$ cat src/rtl/fifo_pkg.sv
// fifo_pkg
// Shared helpers for the width-converting FIFO slice.
// Contents:
//   lane_bits()  - lane select bits for a given narrow-lanes-per-word ratio
//   wide_width() - wide word width from narrow width and ratio
//   fifo_depth() - wide entries for a given word address width
//   lane_idx_t   - lane index type, wide enough for any supported ratio
package fifo_pkg;

  localparam int MAX_LANE_BITS = 8;

  typedef logic [MAX_LANE_BITS-1:0] lane_idx_t;

  function automatic int lane_bits(input int ratio);
    return $clog2(ratio);
  endfunction

  function automatic int wide_width(input int narrow_width, input int ratio);
    return narrow_width * ratio;
  endfunction

  function automatic int fifo_depth(input int addr_width);
    return 1 << addr_width;
  endfunction

endpackage

$ cat src/rtl/fifo_regfile.sv
// fifo_regfile
// DEPTH x WIDTH storage with one synchronous write port and one
// asynchronous read port. Contents are not reset.
// Ports:
//   clk_i   - clock, rising edge
//   we_i    - write enable
//   waddr_i - write address
//   wdata_i - write data
//   raddr_i - read address
//   rdata_o - read data, combinational from raddr_i
module fifo_regfile
  import fifo_pkg::*;
#(
  parameter int WIDTH      = 16,
  parameter int ADDR_WIDTH = 4
) (
  input  logic                  clk_i,
  input  logic                  we_i,
  input  logic [ADDR_WIDTH-1:0] waddr_i,
  input  logic [WIDTH-1:0]      wdata_i,
  input  logic [ADDR_WIDTH-1:0] raddr_i,
  output logic [WIDTH-1:0]      rdata_o
);

  localparam int DEPTH = fifo_depth(ADDR_WIDTH);

  logic [WIDTH-1:0] mem_q [DEPTH];

  always_ff @(posedge clk_i) begin
    if (we_i) begin
      mem_q[waddr_i] <= wdata_i;
    end
  end

  assign rdata_o = mem_q[raddr_i];

endmodule

$ cat src/rtl/fifo_wide_to_narrow.sv
// fifo_wide_to_narrow
// Width-converting FIFO: wide words in, narrow lanes out, lowest lane first,
// first-word-fall-through on the read side.
// Ports:
//   clk_i        - clock, rising edge
//   reset_i      - asynchronous active-high reset
//   write_i      - enqueue write_data_i (ignored while full_o)
//   write_data_i - wide word, NARROW_WIDTH*RATIO bits
//   read_i       - pop one lane (ignored while empty_o)
//   read_data_o  - current head lane, valid whenever empty_o=0
//   empty_o      - no unread lanes remain
//   full_o       - no free wide slot remains
//   level_o      - unread lanes, in narrow units
module fifo_wide_to_narrow
  import fifo_pkg::*;
#(
  parameter int NARROW_WIDTH = 8,
  parameter int RATIO        = 2,
  parameter int ADDR_WIDTH   = 4
) (
  input  logic                                   clk_i,
  input  logic                                   reset_i,
  input  logic                                   write_i,
  input  logic [NARROW_WIDTH*RATIO-1:0]          write_data_i,
  input  logic                                   read_i,
  output logic [NARROW_WIDTH-1:0]                read_data_o,
  output logic                                   empty_o,
  output logic                                   full_o,
  output logic [ADDR_WIDTH+$clog2(RATIO):0]      level_o
);

  localparam int LANE_BITS  = lane_bits(RATIO);
  localparam int WIDE_WIDTH = wide_width(NARROW_WIDTH, RATIO);
  localparam int WPTR_W     = ADDR_WIDTH + 1;
  localparam int RPTR_W     = WPTR_W + LANE_BITS;

  logic [WPTR_W-1:0] wr_ptr_q, wr_ptr_d;
  logic [RPTR_W-1:0] rd_ptr_q, rd_ptr_d;

  logic                              wr_en;
  logic                              rd_en;
  logic [WPTR_W-1:0]                 rd_word_ptr;
  logic [RPTR_W-1:0]                 wr_lane_ptr;
  logic [WIDE_WIDTH-1:0]             rd_word;
  logic [RATIO-1:0][NARROW_WIDTH-1:0] rd_lanes;
  lane_idx_t                         rd_lane;

  // Write pointer scaled to lane units so it compares directly with rd_ptr.
  assign wr_lane_ptr = {wr_ptr_q, {LANE_BITS{1'b0}}};
  assign rd_word_ptr = rd_ptr_q[RPTR_W-1:LANE_BITS];

  assign empty_o = (rd_ptr_q == wr_lane_ptr);
  // A partially read word still holds its slot, so full compares word pointers.
  assign full_o  = (wr_ptr_q[ADDR_WIDTH-1:0] == rd_word_ptr[ADDR_WIDTH-1:0]) &&
                   (wr_ptr_q[ADDR_WIDTH] != rd_word_ptr[ADDR_WIDTH]);
  assign level_o = wr_lane_ptr - rd_ptr_q;

  assign wr_en = write_i && !full_o;
  assign rd_en = read_i && !empty_o;

  always_comb begin
    wr_ptr_d = wr_ptr_q;
    rd_ptr_d = rd_ptr_q;
    if (wr_en) begin
      wr_ptr_d = wr_ptr_q + 1'b1;
    end
    if (rd_en) begin
      rd_ptr_d = rd_ptr_q + 1'b1;
    end
  end

  always_ff @(posedge clk_i or posedge reset_i) begin
    if (reset_i) begin
      wr_ptr_q <= '0;
      rd_ptr_q <= '0;
    end else begin
      wr_ptr_q <= wr_ptr_d;
      rd_ptr_q <= rd_ptr_d;
    end
  end

  fifo_regfile #(
    .WIDTH      (WIDE_WIDTH),
    .ADDR_WIDTH (ADDR_WIDTH)
  ) u_regfile (
    .clk_i   (clk_i),
    .we_i    (wr_en),
    .waddr_i (wr_ptr_q[ADDR_WIDTH-1:0]),
    .wdata_i (write_data_i),
    .raddr_i (rd_word_ptr[ADDR_WIDTH-1:0]),
    .rdata_o (rd_word)
  );

  assign rd_lanes = rd_word;
  assign rd_lane  = lane_idx_t'(rd_ptr_q[LANE_BITS-1:0]);

  // Lane mux driven only by registered pointer state, never by read_i.
  always_comb begin
    read_data_o = '0;
    for (int i = 0; i < RATIO; i++) begin
      if (lane_idx_t'(i) == rd_lane) begin
        read_data_o = rd_lanes[i];
      end
    end
  end

endmodule

$ cat config.mk
export PLATFORM = sky130hd
export DESIGN_NAME = fifo_wide_to_narrow
export DESIGN_NICKNAME = d
export VERILOG_FILES = /design/src/rtl/fifo_pkg.sv /design/src/rtl/fifo_regfile.sv /design/src/rtl/fifo_wide_to_narrow.sv
export SDC_FILE = /design/constraint.sdc
export NUM_CORES = 1
export LEC_CHECK = 0
export ABC_AREA = 1
export ABC_CLOCK_PERIOD_IN_PS = 3200
export BUFFER_PORTS_ARGS = -buffer_cell sky130_fd_sc_hd__buf_2
export CORE_MARGIN = 2
export CORE_UTILIZATION = 47
export CTS_CLUSTER_DIAMETER = 60
export DETAILED_ROUTE_END_ITERATION = 10
export GPL_TIMING_DRIVEN = 0
export MAX_ROUTING_LAYER = met4
export PLACE_DENSITY = 0.65
export SETUP_SLACK_MARGIN = 0.05
export SLEW_MARGIN = 20
export SYNTH_ARGS = -nofsm -noshare
export SYNTH_HDL_FRONTEND = slang
export SYNTH_SLANG_ARGS = --single-unit
$ cat constraint.sdc
create_clock -name clk_i -period 3.2 [get_ports clk_i]
set_clock_uncertainty 0.2 [all_clocks]
set_input_delay 0.32 -clock clk_i [delete_from_list [all_inputs] [get_ports clk_i]]
set_output_delay 0.32 -clock clk_i [all_outputs]
set_load 0.1 [all_outputs]
==> results of run 1 <==
## cell usage in the layout, fill, tap and decap left out, drive strengths merged
master,instances
a211oi,1
o21ai,2
xor2,11
dfrtp,11
a21oi,19
clkinvlp,1
nand4,1
nor2,92
ha,10
edfxtp,256
buf,100
nand2,425
fa,1
clkbuf,56
dlygate4sd3,8
inv,187
clkinv,9
nor3,1
nand3,119
xnor2,4
## report_power, final
part           internal [mW]  switching [mW]  total (mW)
clock                   1.66            1.29        2.95
sequential              4.24           0.156        4.39
combinational           2.05            5.46        7.51
total                   7.95            6.90        14.9
## through the flow
stage	util	std cells	setup WS (ns)	area, um2	setup TNS [ns]
5_1_grt	0.564	1644	-0.00155	14100	-0.00155
2_1_floorplan	-	1189	0.115	11900	0
3_5_place_dp	0.508	1568	-0.328	12700	-41.58
6_report	0.564	1644	0.131	14100	0
3_3_place_gp	0.499	1554	-0.933	12500	-200.37
4_1_cts	0.559	1641	0.0283	14000	0
## per-layer routing
metal / track usage / vias up / share of wire
met5: - / - / 0
met4: 0.0768 / 0 / 0.041
met3: 0.0374 / 78 / 0.067
met2: 0.375 / 291 / 0.47
met1: 0.309 / 3833 / 0.42
li1: - / 3997 / -
## area by class of cell
type	count	area [um2]
Fill cell	2116	10900
Sequential cell	267	7960
Multi-Input combinational cell	686	3160
Clock buffer	37	764
Timing Repair Buffer	77	727
Inverter	186	703
Tap cell	330	413
Buffer	50	297
Clock inverter	11	56.3
## worst max-delay path by stage
stage | from | endpoint | slack, ns
floorplan | rd_ptr_q[2]$_DFFE_PP0P_ | level_o[5] | 0.12
global placement | rd_ptr_q[2]$_DFFE_PP0P_ | u_regfile.mem_q[13][0]$_DFFE_PP_ | -0.93
detailed placement | rd_ptr_q[2]$_DFFE_PP0P_ | u_regfile.mem_q[4][15]$_DFFE_PP_ | -0.33
CTS | rd_ptr_q[2]$_DFFE_PP0P_ | level_o[5] | 0.03
global route | rd_ptr_q[1]$_DFFE_PP0P_ | level_o[5] | -0.002
finish | rd_ptr_q[1]$_DFFE_PP0P_ | level_o[5] | 0.13
## timing repair
action                                 in CTS  in global routing
setup buffers                              17                  3
endpoints found under the hold margin      51                  0
resized for setup                          60                 40
pin swaps                                  13                  3
setup endpoints to repair                 254                229
hold buffers                                8                  0
## flip-flops by register name, indices dropped and copies added (netlist names)
register         cells
rd_ptr_q             6
u_regfile.mem_q    256
wr_ptr_q             5
## worst reg2reg max path, cell delays in order, from the launching register on
cell and delay [ns]:
dfrtp_1 0.37, buf_4 0.19, inv_4 0.12, clkbuf_4 0.23, ha_2 0.34, nand2_1 0.10
nor2_1 0.05, nand2_1 0.07, nand2_1 0.13, inv_1 0.25, nand2_2 0.25, nor2_4 0.21
buf_4 0.21
## cells by family (layout without fill, tap and decap cells)
logic type | after synthesis | in the layout | share of synthesized area
AOI/OAI and AO/OA | 22 | 22 | 0.00950
and+or+nand+nor | 638 | 638 | 0.215
adders and majority gates | 11 | 11 | 0.0123
DFF | 267 | 267 | 0.672
buffers and inverters | 236 | 361 | 0.0798
xor gates and xnor gates | 15 | 15 | 0.0111
==> results.tsv, run 1 <==
metric	value	unit
syn_nets	1220	
drive_gt1_frac	0.152	
synthFlopType	edfxtp_1	
hpwlAfterDp	19500	um
cts_buffers	27	
status	complete, but fails checks	
grt_pass1_vias	7622	
ys_seq_elements	267	
setup_violations	0	
crit_cells	10	
cts.clk_slew.worst_paths	0.07	ns
relSlewSlack	0.542	
syn_area_per_cell	9.96	um2
max_cap_viol_count	0	
rsz0062_at_grt	true	
dieArea	26500	um2
drv_slew	0	
synth_top_area_share	0.649	
peakVddDrop	1500	uV
gp_congestion	0.867	
p_leak	6.13	nW
fmax	326	MHz
clock_tree.root_cell	clkbuf_16	
start_util	0.475	
violations	negative hold slack	
wirelength	29800	um
drc	0	
num-nets-final	1326	
detail_route.first_pass.iterations	6	
area_growth	18.8	%
powerDensity	1050	nW/um2
crit_slowest_cell	dfrtp_2	
holdWs	-0.00269	ns
holdPathEnd	u_regfile.mem_q[8][11]$_DFFE_PP_	
crit_buf_inv	4	
async_flop_share	0.0412	
layout_min_cycle_time	3.07	ns
drt-initial-drc-count	779	
vias	8199	
power.total	14.9	mW
setup.worst_path.class	reg -> out	
crit_chain	inv_4, buf_4, buf_4, ha_1, nand2_1, o21ai_2, nand2_1, nand2_2, xor2_2, buf_12	
die_w	163	um
antenna_found_initial	0	
arrival	2.55	ns
reg2reg_to	u_regfile.mem_q[6][7]$_DFFE_PP_	
critPathLaunchType	flop	
syn_area	11800	um2
die_h	163	um
whs_path_depth	1	
cp_top_family	buffers and inverters	
path_max_fanout	10	
seq_area_frac_synth	0.672	
cpPeakStageDelay	0.41	ns
grt_first_pass_wirelength	44800	um
antenna_left	0	
r2r_cells	12	
reg2reg_from	rd_ptr_q[3]$_DFFE_PP0P_	
clockBufferDepth	3	
io_buffers	35	
synth_cell_types	22	
grt_overflow	0	
finalCritPeriodShare	0.959	
track_usage	0.234	
yosysWarnings	0	
routedWlPerCell	18.1	um
diodes	0	
synth_top_area_cell	edfxtp_1	
cts_num_sinks	267	
via_per_inst	4.99	
clock_latency	0.55	ns
min_from	write_data_i[11]	
reg2reg_setup_slack	0.19	ns
yosys-top-cells-count	nand2_1 (425), edfxtp_1 (256), inv_1 (181), nand3_1 (119), nor2_1 (91)	
synth_area_leaders	edfxtp_1 (65%), nand2_1 (13%), inv_1 (5.7%)	
synth-edff-count	256	
htreeDepth	1	
tightest_slew	0.686	ns
yosysMostFrequentCell	nand2_1	
tritoncts	yes	
hold_viol_final	2	
rows	58	
postSynthCellCount	1189	
hp-class	in -> reg	
core_area	25000	um2
worstPathRequired	2.68	ns
cp-end-kind	output pin	
io_pins	36	
grt_max_degree	18	
Power figures use the tool's default switching activity.
==> inputs of run 2 (changes only) <==
Settings changed: BUFFER_PORTS_ARGS -buffer_cell sky130_fd_sc_hd__buf_2 to -buffer_cell sky130_fd_sc_hd__clkbuf_2.
==> results.tsv, run 2 (same netlist as run 1, synthesis figures left out) <==
metric	value	unit
drive_gt1_frac	0.150	
routedWlPerCell	18.1	um
top_register	u_regfile.mem_q	
antenna_left	0	
powerDensity	1070	nW/um2
multi_input_area	3160	um2
grt_first_pass_wirelength	44900	um
rsz0062_at_grt	true	
worstPathRequired	2.68	ns
die_h	163	um
drv_slew	0	
drt-initial-drc-count	698	
status	finished, final reports clean	
dieArea	26500	um2
area_growth	19.1	%
layout_min_cycle_time	3.11	ns
cts.clk_slew.worst_paths	0.06	ns
postPlaceCellArea	12700	um2
wirelength	29700	um
fmax	322	MHz
antenna_found_initial	0	
hold_viol_final	0	
min_from	write_data_i[9]	
clockBufferDepth	3	
clock_latency	0.55	ns
path_max_fanout	10	
fill_cells	2113	
layout_common_cells	nand2_1 (424), edfxtp_1 (256), inv_1 (180)	
p_leak	6.14	nW
via_per_inst	5.07	
final_area	14100	um2
relSlewSlack	0.533	
place_ws	-0.373	ns
critPathLaunchType	flop	
r2r_cells	11	
largestRegisters	u_regfile.mem_q (256), rd_ptr_q (6), wr_ptr_q (5)	
crit_path_start	rd_ptr_q[1]$_DFFE_PP0P_	
io_pins	36	
num-nets-final	1320	
grt_overflow	0	
arrival	2.59	ns
gp_congestion	0.863	
peakVddDrop	1940	uV
cp-end-kind	output pin	
track_usage	0.235	
tightest_slew	0.698	ns
setup.worst_path.class	reg -> out	
io_buffers	35	
hp-class	in -> reg	
vias	8313	
max_cap_viol_count	0	
setup_tns	0	ns
htreeDepth	1	
diodes	0	
mostFrequentLayoutCell	nand2_1	
cts_buffers	28	
drc	0	
tritoncts	yes	
largest_register_ffs	256	
holdPathEnd	u_regfile.mem_q[3][9]$_DFFE_PP_	
finalCritPeriodShare	0.971	
grt_max_degree	18	
reg2reg_setup_slack	0.16	ns
core_area	25000	um2
die_w	163	um
rows	58	
start_util	0.475	
reg2reg_from	rd_ptr_q[4]$_DFFE_PP0P_	
power.total	15.1	mW
clock_tree.root_cell	clkbuf_16	
reg2reg_to	u_regfile.mem_q[12][1]$_DFFE_PP_	
whs_path_depth	1	
layout_setup_ws	0.0930	ns
grt_pass1_vias	7709	
detail_route.first_pass.iterations	5	
setup_violations	0	
cts_num_sinks	267	
holdWs	0.0409	ns
regArea	7960	um2
hpwlAfterDp	19700	um
==> run 2: cell type report <==
| class | instances | area share |
|---|---|---|
| Sequential cell | 267 | 0.564 |
| Multi-Input combinational cell | 686 | 0.224 |
| Clock buffer | 34 | 0.0513 |
| Inverter | 186 | 0.0498 |
| Timing Repair Buffer | 70 | 0.0471 |
| Tap cell | 330 | 0.0293 |
| Buffer | 50 | 0.0221 |
| Clock inverter | 18 | 0.0123 |
==> run 2: critical path: stages, from the launching register on <==
cell and delay [ns]:
dfrtp_2 0.44, inv_4 0.13, buf_4 0.21, buf_6 0.18, nand2_1 0.08, a21oi_1 0.15, nor2_1 0.08, nor2_1 0.18
nor2_2 0.10, nor2_1 0.21, clkbuf_8 0.28
==> run 2: worst max path at each step <==
stage | end | slack, ns | cells after the start
3_5_place_dp | u_regfile.mem_q[4][9]$_DFFE_PP_ | -0.37 | 10
6_report | read_data_o[3] | 0.09 | 10
5_1_grt | level_o[5] | 0.02 | 10
4_1_cts | level_o[5] | -0.02 | 10
3_3_place_gp | u_regfile.mem_q[13][3]$_DFFE_PP_ | -0.93 | 11
2_1_floorplan | level_o[5] | 0.12 | 9
==> run 2: what timing repair did <==
item / CTS / global route
resized for setup: 67 / 33
pin swaps: 14 / 1
endpoints found under the setup margin: 250 / 253
endpoints found under the hold margin: 18 / 0
hold buffers: 3 / 0
setup buffers: 15 / 3
==> run 2: stage by stage <==
step,instances,utilization
floorplan,1189,-
global placement,1554,0.499
detailed placement,1568,0.508
CTS,1638,0.561
global route,1641,0.565
finish,1641,0.565
==> run 2: per-layer routing <==
layer	vias up	part of all wire	GRT usage
li1	3989	-	-
met2	324	0.47	0.374
met4	0	0.035	0.0724
met1	3928	0.42	0.318
met3	72	0.071	0.0313
met5	-	0	-
==> run 2: where the power goes <==
| part | total [mW] | switching, mW | leakage [nW] | internal (mW) |
|---|---|---|---|---|
| combinational | 7.56 | 5.45 | 3.26 | 2.11 |
| sequential | 4.40 | 0.160 | 2.44 | 4.24 |
| clock | 3.17 | 1.32 | 0.435 | 1.85 |
